<file path="src/rtl/btn_debounce_mode_pkg.sv">
// btn_debounce_mode_pkg: shared button FSM encoding and debounce sizing helpers
package btn_debounce_mode_pkg;
  typedef enum logic [1:0] {
    IDLE        = 2'd0,
    CHK_PRESS   = 2'd1,
    PRESSED     = 2'd2,
    CHK_RELEASE = 2'd3
  } btn_state_t;
  function automatic int db_cnt(input int clk_hz, input int ms);
    return clk_hz / 1000 * ms;
  endfunction
  function automatic int cnt_w(input int n);
    return (n > 1) ? $clog2(n) : 1;
  endfunction
endpackage

</file>
<file path="src/rtl/btn_debounce_mode_sync_debounce.sv">
// btn_debounce_mode_sync_debounce: 2-flop synchronizer plus stable-time level debounce
module btn_debounce_mode_sync_debounce #(
  parameter int DB = 4,
  parameter int CW = 2
) (
  input  logic clk,
  input  logic rst_n,
  input  logic din,
  output logic level
);
  logic [1:0] sync;
  logic [CW-1:0] cnt;
  logic done;
  assign done = sync[1] != level && cnt == CW'(DB - 1);
  always_ff @(posedge clk or negedge rst_n)
    if (!rst_n) begin
      sync  <= '0;
      cnt   <= '0;
      level <= 1'b0;
    end else begin
      sync  <= {sync[0], din};
      cnt   <= (sync[1] == level || done) ? '0 : cnt + CW'(1);
      level <= done ? sync[1] : level;
    end
endmodule

</file>
<file path="src/rtl/btn_debounce_mode.sv">
// btn_debounce_mode: debounced button/switch with press-stepped wrapping mode register
module btn_debounce_mode
  import btn_debounce_mode_pkg::*;
#(
  parameter int CLK_HZ      = 50000000,
  parameter int DEBOUNCE_MS = 20,
  parameter int NUM_MODES   = 4,
  parameter int MODE_W      = 2
) (
  input  logic              clk50M,
  input  logic              reset,
  input  logic              btn_raw,
  input  logic              sw_raw,
  output logic              btn_level,
  output logic              btn_press,
  output logic              btn_release,
  output logic              sw_level,
  output logic [MODE_W-1:0] mode,
  output logic              mode_changed
);
  localparam int DB = db_cnt(CLK_HZ, DEBOUNCE_MS);
  localparam int CW = cnt_w(DB);
  localparam logic [MODE_W-1:0] MAXM = MODE_W'(NUM_MODES - 1);
  btn_state_t state, state_nxt;
  logic [CW-1:0] cnt, cnt_nxt;
  logic [1:0] btn_sync;
  logic press_nxt, release_nxt, last;
  logic [MODE_W-1:0] mode_nxt;
  btn_debounce_mode_sync_debounce #(.DB(DB), .CW(CW)) u_sw (
    .clk  (clk50M),
    .rst_n(reset),
    .din  (sw_raw),
    .level(sw_level)
  );
  assign last      = cnt == CW'(DB - 2);
  assign btn_level = state == PRESSED || state == CHK_RELEASE;
  always_comb begin
    state_nxt   = state;
    cnt_nxt     = '0;
    press_nxt   = 1'b0;
    release_nxt = 1'b0;
    case (state)
      IDLE:        state_nxt = btn_sync[1] ? CHK_PRESS : IDLE;
      CHK_PRESS:   if (!btn_sync[1]) state_nxt = IDLE;
                   else if (last) begin
                     state_nxt = PRESSED;
                     press_nxt = 1'b1;
                   end else cnt_nxt = cnt + CW'(1);
      PRESSED:     state_nxt = btn_sync[1] ? PRESSED : CHK_RELEASE;
      CHK_RELEASE: if (btn_sync[1]) state_nxt = PRESSED;
                   else if (last) begin
                     state_nxt   = IDLE;
                     release_nxt = 1'b1;
                   end else cnt_nxt = cnt + CW'(1);
      default:     state_nxt = IDLE;
    endcase
    mode_nxt = sw_level ? ((mode == '0) ? MAXM : mode - MODE_W'(1))
                        : ((mode == MAXM) ? '0 : mode + MODE_W'(1));
  end
  always_ff @(posedge clk50M or negedge reset)
    if (!reset) begin
      btn_sync     <= '0;
      state        <= IDLE;
      cnt          <= '0;
      btn_press    <= 1'b0;
      btn_release  <= 1'b0;
      mode         <= '0;
      mode_changed <= 1'b0;
    end else begin
      btn_sync     <= {btn_sync[0], btn_raw};
      state        <= state_nxt;
      cnt          <= cnt_nxt;
      btn_press    <= press_nxt;
      btn_release  <= release_nxt;
      mode         <= press_nxt ? mode_nxt : mode;
      mode_changed <= press_nxt;
    end
endmodule

</file>
<file path="config.mk">
export PLATFORM = sky130hd
export DESIGN_NAME = btn_debounce_mode
export DESIGN_NICKNAME = d
export VERILOG_FILES = /design/src/rtl/btn_debounce_mode_pkg.sv /design/src/rtl/btn_debounce_mode_sync_debounce.sv /design/src/rtl/btn_debounce_mode.sv
export SDC_FILE = /design/constraint.sdc
export NUM_CORES = 1
export LEC_CHECK = 0
export ABC_CLOCK_PERIOD_IN_PS = 3450
export CAP_MARGIN = 20
export CORE_ASPECT_RATIO = 0.5
export CORE_MARGIN = 2
export CORE_UTILIZATION = 40
export CTS_CLUSTER_DIAMETER = 50
export CTS_CLUSTER_SIZE = 10
export DETAILED_ROUTE_END_ITERATION = 10
export GPL_TIMING_DRIVEN = 0
export PLACE_DENSITY = 0.68
export SLEW_MARGIN = 20
export SYNTH_ARGS = -nofsm -noshare
export SYNTH_HDL_FRONTEND = slang
export SYNTH_SLANG_ARGS = --single-unit
</file>
<file path="constraint.sdc">
create_clock -name clk50M -period 3.45 [get_ports clk50M]
set_input_delay 0.5175 -clock clk50M [delete_from_list [all_inputs] [get_ports clk50M]]
set_output_delay 0.5175 -clock clk50M [all_outputs]
set_load 0.02 [all_outputs]
</file>
==> impl_metrics.csv, run 1 <==
group,metric,value,unit
cts,post_cts.repair.setup_buffers,0,
timing,final_hold_viol_count,0,
die,pin_count,11,
outcome,status,"finished, final reports clean",
layout,final_cell_mix,"51 x dfrtp_1, 31 x nor2_1, 20 x nand3_1, 14 x xnor2_1",
setup_path,cpMaxStageDelayCell,"o21ai_1",
synth,ys_seq_elements,51,
setup_path,critPathArrivalTime,2500,ps
layout,area_delta_synth_final,15.96,%
timing,setup_tns,0,ps
layout,fin_nets,274,
layout,drive_above_1_share,8.209,%
setup_path,regToRegSetupSlack,1120,ps
setup_path,crit_required,3620,ps
die,fp-row-count,20,
layout,final_cell_area,2854,sq um
synth,yosys.cell_types.count,37,
worst_hold_path,worst_hold_path_type,"in -> async",
die,core_area,6006,sq um
synth,netlist_area,2461,sq um
layout,nFillCells,560,
layout,layout_commonest_cell,"dfrtp_1",
global_route,overflow,0,
global_route,globalRouteTotalUtil,14.80,%
layout,multi_input_comb_area,1111,sq um
route,drtAntennaViolNets,0,
cts,cts.sinks,51,
synth,synth-xor-area-share,9.609,%
cts,cts_buffers,5,
placed_design,detailed_place_hpwl,3156,microns
synth,synth_edf_count,0,
setup_path,reg2reg_from,"cnt[0]",
timing,grt_setup_unrepaired,"no",
synth,synth_top_family_by_area,"simple AND/OR/NAND/NOR gates",
route,via_per_inst,5.339,
timing,period_share,67.53,%
setup_path,rr_worst_depth,7,
timing,final-max-slew-violation-count,0,
synth,ys.flop_type,"dfrtp_1",
layout,fin_cells,345,
cts,h-tree-depth,2,
setup_path,critical_path.cell_chain,"inv_1 -> ha_1 -> nor4bb_1 -> nand2_1 -> o21ai_1 -> buf_2 -> nor2_1",
route,drtIter0Drc,50,
cts,ctsResizeCount,0,
setup_path,cp_top_family,"simple AND/OR/NAND/NOR gates",
job,maxCapViolCount,0,
setup_path,worstSetupPathType,"reg -> reg",
placed_design,placed_cell_area,2680,sq um
setup_path,setup.worst_path.start_class,"register",
synth,synth_adder_area_share,1.525,%
synth,yosys_warnings,0,
layout,seq_area,1276,sq um
setup_path,cp.buffers_inverters,2,
placed_design,dp_cells,337,
power,leakagePower,1.124,nW
cts,root_buffer,"clkbuf_16",
global_route,grt_pass1_vias,1792,
die,dieArea,6834,sq um
setup_path,slowest_delay,600,ps
timing,skew,6.748,ps
route,wl,4497,microns
cts,clock_path_buffers,2,
power,power_density,425.3,nW/um^2
route,vias,1842,
power,ir_drop,0.1834,mV
synth,synthSimpleGateAreaFrac,26.18,%
synth,syn_nets,256,
die,initial_core_util,40.98,%
die,die_x,114.9,microns
timing,layout_min_cycle_time,2330,ps
synth,async_flop_share,100.0,%
global_route,grt_pass1_wl,7990,microns
cts,clkSlewWorstSetupHoldPaths,60,ps
placed_design,place_congestion,0.7448,
die,die_y,59.47,microns
timing,setup_violations,0,
cts,cts_hold_repair.buffers,0,
synth,avgSynthCellArea,9.884,sq um
synth,muxShareOfSynthArea,1.322,%
route,drc,0,
setup_path,regToRegEndpoint,"cnt[9]",
layout,antenna_cells,0,
timing,max_slew_margin,43.12,%
synth,ys_seq_area_share,51.86,%
route,wl_per_cell,13.03,microns
cts,worstSkewPairLatency,280,ps
timing,tightest_slew,845.4,ps
synth,syn_inst,249,
global_route,grt_max_degree,32,
synth,synth_compound_area_share,6.507,%
global_route,antenna_found_initial,0,
setup_path,worst-path-max-fanout,10,
route,drt-pass1-iter-count,4,
timing,fmax,429.2,MHz
setup_path,worstSetupEndpointType,"register",
cts,cts_tree,"built",
placed_design,io_buffers,10,
## cells by family after synthesis
family / Yosys count
AND/OR/NAND/NOR: 118
flip-flops: 51
AO/OA/AOI/OAI: 29
XOR/XNOR: 27
buffers and inverters: 18
multiplexers: 3
adder cells (fa/ha/maj): 3
## through the flow
| step | setup WS, ps | util [%] | hold WS, ps | total power [mW] |
|---|---|---|---|---|
| 2_1_floorplan | 1479 | - | 221.9 | 0.6362 |
| 3_3_place_gp | 437.8 | 44.25 | 333.0 | 0.6557 |
| 3_5_place_dp | 1095 | 44.63 | 336.4 | 0.6605 |
| 4_1_cts | 1099 | 47.52 | 319.4 | 1.228 |
| 5_1_grt | 944.9 | 47.52 | 354.8 | 1.257 |
| 6_report | 1120 | 47.52 | 282.8 | 1.214 |
## state kept, by name, summed over array words and instances (netlist names), named ones only
register      cells
u_sw.sync         2
btn_sync          2
u_sw.cnt         20
btn_release       1
mode_changed      1
state             1
mode              2
u_sw.level        1
cnt              20
## synthesized netlist by cell type (2+ instances only)
cell	number	area share, %
a21oi_1	13	2.6
and2_1	3	0.76
and3_1	4	1.0
and4_1	2	0.71
buf_2	2	0.41
clkbuf_1	8	1.2
dfrtp_1	51	52
ha_1	3	1.5
inv_1	7	1.1
mux2_2	2	0.92
nand2_1	10	1.5
nand3_1	20	4.1
nand4_1	11	2.8
nor2_1	31	4.7
nor3_1	6	1.2
nor4_1	7	1.8
nor4bb_1	3	1.2
o21ai_0	10	2.0
o31ai_1	3	0.92
or3_1	4	1.0
or3_2	3	0.92
or4_1	6	1.8
xnor2_1	14	5.0
xor2_1	13	4.6
## power by group
group          internal [mW]  leakage (nW)  switching (mW)  total [mW]
combinational         0.0117         0.340          0.0246      0.0363
sequential             0.605         0.698         0.00700       0.612
clock                  0.361        0.0868           0.205       0.566
total                  0.977          1.12           0.237        1.21
## area by class of cell
cell class / instances / area share (%)
Clock buffer: 6 / 4.866
Sequential cell: 51 / 44.72
Clock inverter: 2 / 1.228
Inverter: 7 / 0.9206
Multi-Input combinational cell: 180 / 38.93
Buffer: 11 / 1.666
Timing Repair Buffer: 11 / 4.296
Tap cell: 77 / 3.376
## worst max path at each step
stage / startpoint / endpoint / slack (ps) / depth (start not counted)
after detailed placement: cnt[0] / cnt[9] / 1100 / 7
after global routing: cnt[0] / cnt[8] / 940 / 7
after CTS: cnt[0] / cnt[9] / 1100 / 7
after global placement: reset / u_sw.cnt[16] / 440 / 1
after floorplan: u_sw.cnt[0] / u_sw.cnt[18] / 1480 / 6
final: cnt[0] / cnt[9] / 1120 / 7
## layer usage
layer	global-route usage (%)	routed length [microns]	share of wire, %
met4	3.098	36	0.80
met5	0	0	0
met1	18.88	2161	48
met2	26.05	2208	49
met3	3.681	90	2.0
Power figures use the tool's default switching activity.
==> run 2: changes to the inputs <==
- ABC_CLOCK_PERIOD_IN_PS: 3450 -> 1900
- PLACE_DENSITY: 0.68 -> 0.7
- clock period: 3.45 -> 1.9 ns (I/O delays scaled with it)
==> run 2 against run 1 <==
Largest cell class unchanged; via count up 5.6%; fmax up 26%; global-route usage up 1.1 points; register-to-register slack worse by 1100 ps; critical path type unchanged; worst setup slack worse by 1100 ps; total power up 74%; non-clock buffer count up 14; sequential cell count unchanged.
==> impl_metrics.csv, run 2 (synthesis results as in run 1) <==
group,metric,value,unit
layout,nFillCells,533,
layout,final_cell_area,3054,sq um
die,die_x,114.9,microns
timing,skew,8.900,ps
global_route,overflow,0,
timing,setup_violations,0,
route,wl_per_cell,14.10,microns
layout,seq_area,1277,sq um
layout,fin_nets,288,
layout,fin_cells,359,
route,drt-pass1-iter-count,4,
timing,fin_hold_ws,350.2,ps
layout,drive_above_1_share,20.57,%
cts,h-tree-depth,2,
worst_hold_path,worst_hold_path_type,"reg -> reg",
layout,layout_commonest_cell,"dfrtp_1",
global_route,antenna_found_initial,0,
die,pin_count,11,
die,initial_core_util,40.98,%
setup_path,cp-endpoint,"u_sw.cnt[18]",
placed_design,detailed_place_hpwl,3183,microns
worst_hold_path,hold_depth,0,
placed_design,placed_cell_area,2688,sq um
layout,reg.largest.list,"cnt (20), u_sw.cnt (20)",
setup_path,setup.worst_path.start_class,"register",
power,power_density,692.8,nW/um^2
cts,cts_buffers,5,
global_route,grt_pass1_wl,8576,microns
placed_design,post-place-ws,-444.8,ps
setup_path,critPathArrivalTime,2070,ps
route,drtIter0Drc,86,
timing,grt_setup_unrepaired,"yes",
setup_path,worstSetupEndpointType,"register",
placed_design,dp_cells,337,
die,die_y,59.47,microns
route,drtAntennaViolNets,0,
setup_path,worstSetupPathType,"reg -> reg",
setup_path,regToRegEndpoint,"u_sw.cnt[18]",
setup_path,crit_required,2120,ps
timing,final_hold_viol_count,0,
timing,layout_min_cycle_time,1849,ps
setup_path,regToRegSetupSlack,50,ps
timing,final-max-slew-violation-count,0,
setup_path,worst-path-max-fanout,8,
timing,tightest_slew,540.2,ps
layout,area_delta_synth_final,24.10,%
setup_path,cpMaxStageDelayCell,"or4_4",
job,maxCapViolCount,0,
die,core_area,6006,sq um
setup_path,critical_path.cell_chain,"ha_4 -> nand2_2 -> or4_4 -> buf_6 -> or4_4 -> a21oi_2",
cts,cts.sinks,51,
placed_design,place_congestion,0.8621,
timing,period_share,97.29,%
timing,fmax,541.0,MHz
global_route,grt_pass1_vias,1864,
setup_path,cp-startpoint,"u_sw.cnt[0]",
cts,cts_tree,"built",
timing,max_slew_margin,63.68,%
route,vias,1945,
global_route,globalRouteTotalUtil,15.95,%
cts,root_buffer,"clkbuf_16",
power,ir_drop,0.4864,mV
global_route,grt_max_degree,34,
layout,utilization,50.85,%
cts,clock_path_buffers,2,
layout,multi_input_comb_area,1212,sq um
setup_path,reg2reg_from,"u_sw.cnt[0]",
setup_path,rr_worst_depth,6,
layout,antenna_cells,0,
power,leakagePower,1.213,nW
layout,final_cell_mix,"50 x dfrtp_1, 31 x nor2_1, 19 x nand3_1, 17 x buf_4, 14 x xnor2_1",
outcome,status,"finished, final reports clean",
placed_design,io_buffers,10,
setup_path,critPathMostFrequentCell,"or4_4",
setup_path,slowest_delay,480,ps
timing,layout_setup_ws,51.44,ps
route,drc,0,
die,dieArea,6834,sq um
die,fp-row-count,20,
cts,worstSkewPairLatency,290,ps
route,via_per_inst,5.418,
cts,clkSlewWorstSetupHoldPaths,70,ps
route,wl,5062,microns
run 2: cell count changes in the layout (fill, tap and decap cells not counted), moves of 3 or more:
cell,before,now
or4_4,0,3
clkbuf_1,8,4
or4_1,6,3
buf_4,1,17
run 2: timing repair:
| item | CTS | global route |
|---|---|---|
| hold endpoints to repair | 18 | 0 |
| hold buffers | 1 | 0 |
| resized for setup | 9 | 19 |
| pin swaps | 5 | 7 |
| endpoints found under the setup margin | 29 | 34 |
| buffers inserted | 12 | 4 |
run 2: routing by layer:
layer	wire length, microns	global-route usage, %	vias to the layer above
li1	-	-	945
met1	2330	20.41	959
met2	2535	27.56	34
met3	149	3.681	7
met4	46	4.647	0
met5	0	0	-
run 2: worst min path at each step:
stage | from | end
after floorplan | reset | async pin
after global placement | btn_sync[0] | btn_sync[1]
after detailed placement | reset | u_sw.cnt[18]
after CTS | btn_sync[0] | btn_sync[1]
after global routing | btn_sync[0] | btn_sync[1]
final | btn_sync[0] | btn_sync[1]
run 2: stage by stage:
stage	setup TNS, ps	total power, mW
6_report	0	2.116
2_1_floorplan	0	1.159
5_1_grt	-72.76	2.190
3_3_place_gp	-50140	1.195
3_5_place_dp	-5998	1.201
4_1_cts	0	2.129
run 2: critical path, delay by kind of cell, from the launching register on:
kind	cells	cell delay [ps]
AOI/OAI and AO/OA	1	130
adders and majority gates	1	160
buffers and inverters	1	150
DFF	1	390
and+or+nand+nor	3	950
run 2: layout make-up:
type / count / share of cell area [%]
sequential: 51 / 41.83
inverter: 7 / 0.8603
clock inverter: 1 / 0.2868
buffer: 8 / 1.475
multi-input combinational: 180 / 39.70
timing repair buffer: 28 / 8.029
clock buffer: 7 / 4.670
tap: 77 / 3.154
run 2: power breakdown:
part           internal, mW  switching, mW
clock                 0.528          0.388
sequential             1.10         0.0105
combinational        0.0372         0.0553
total                  1.66          0.453
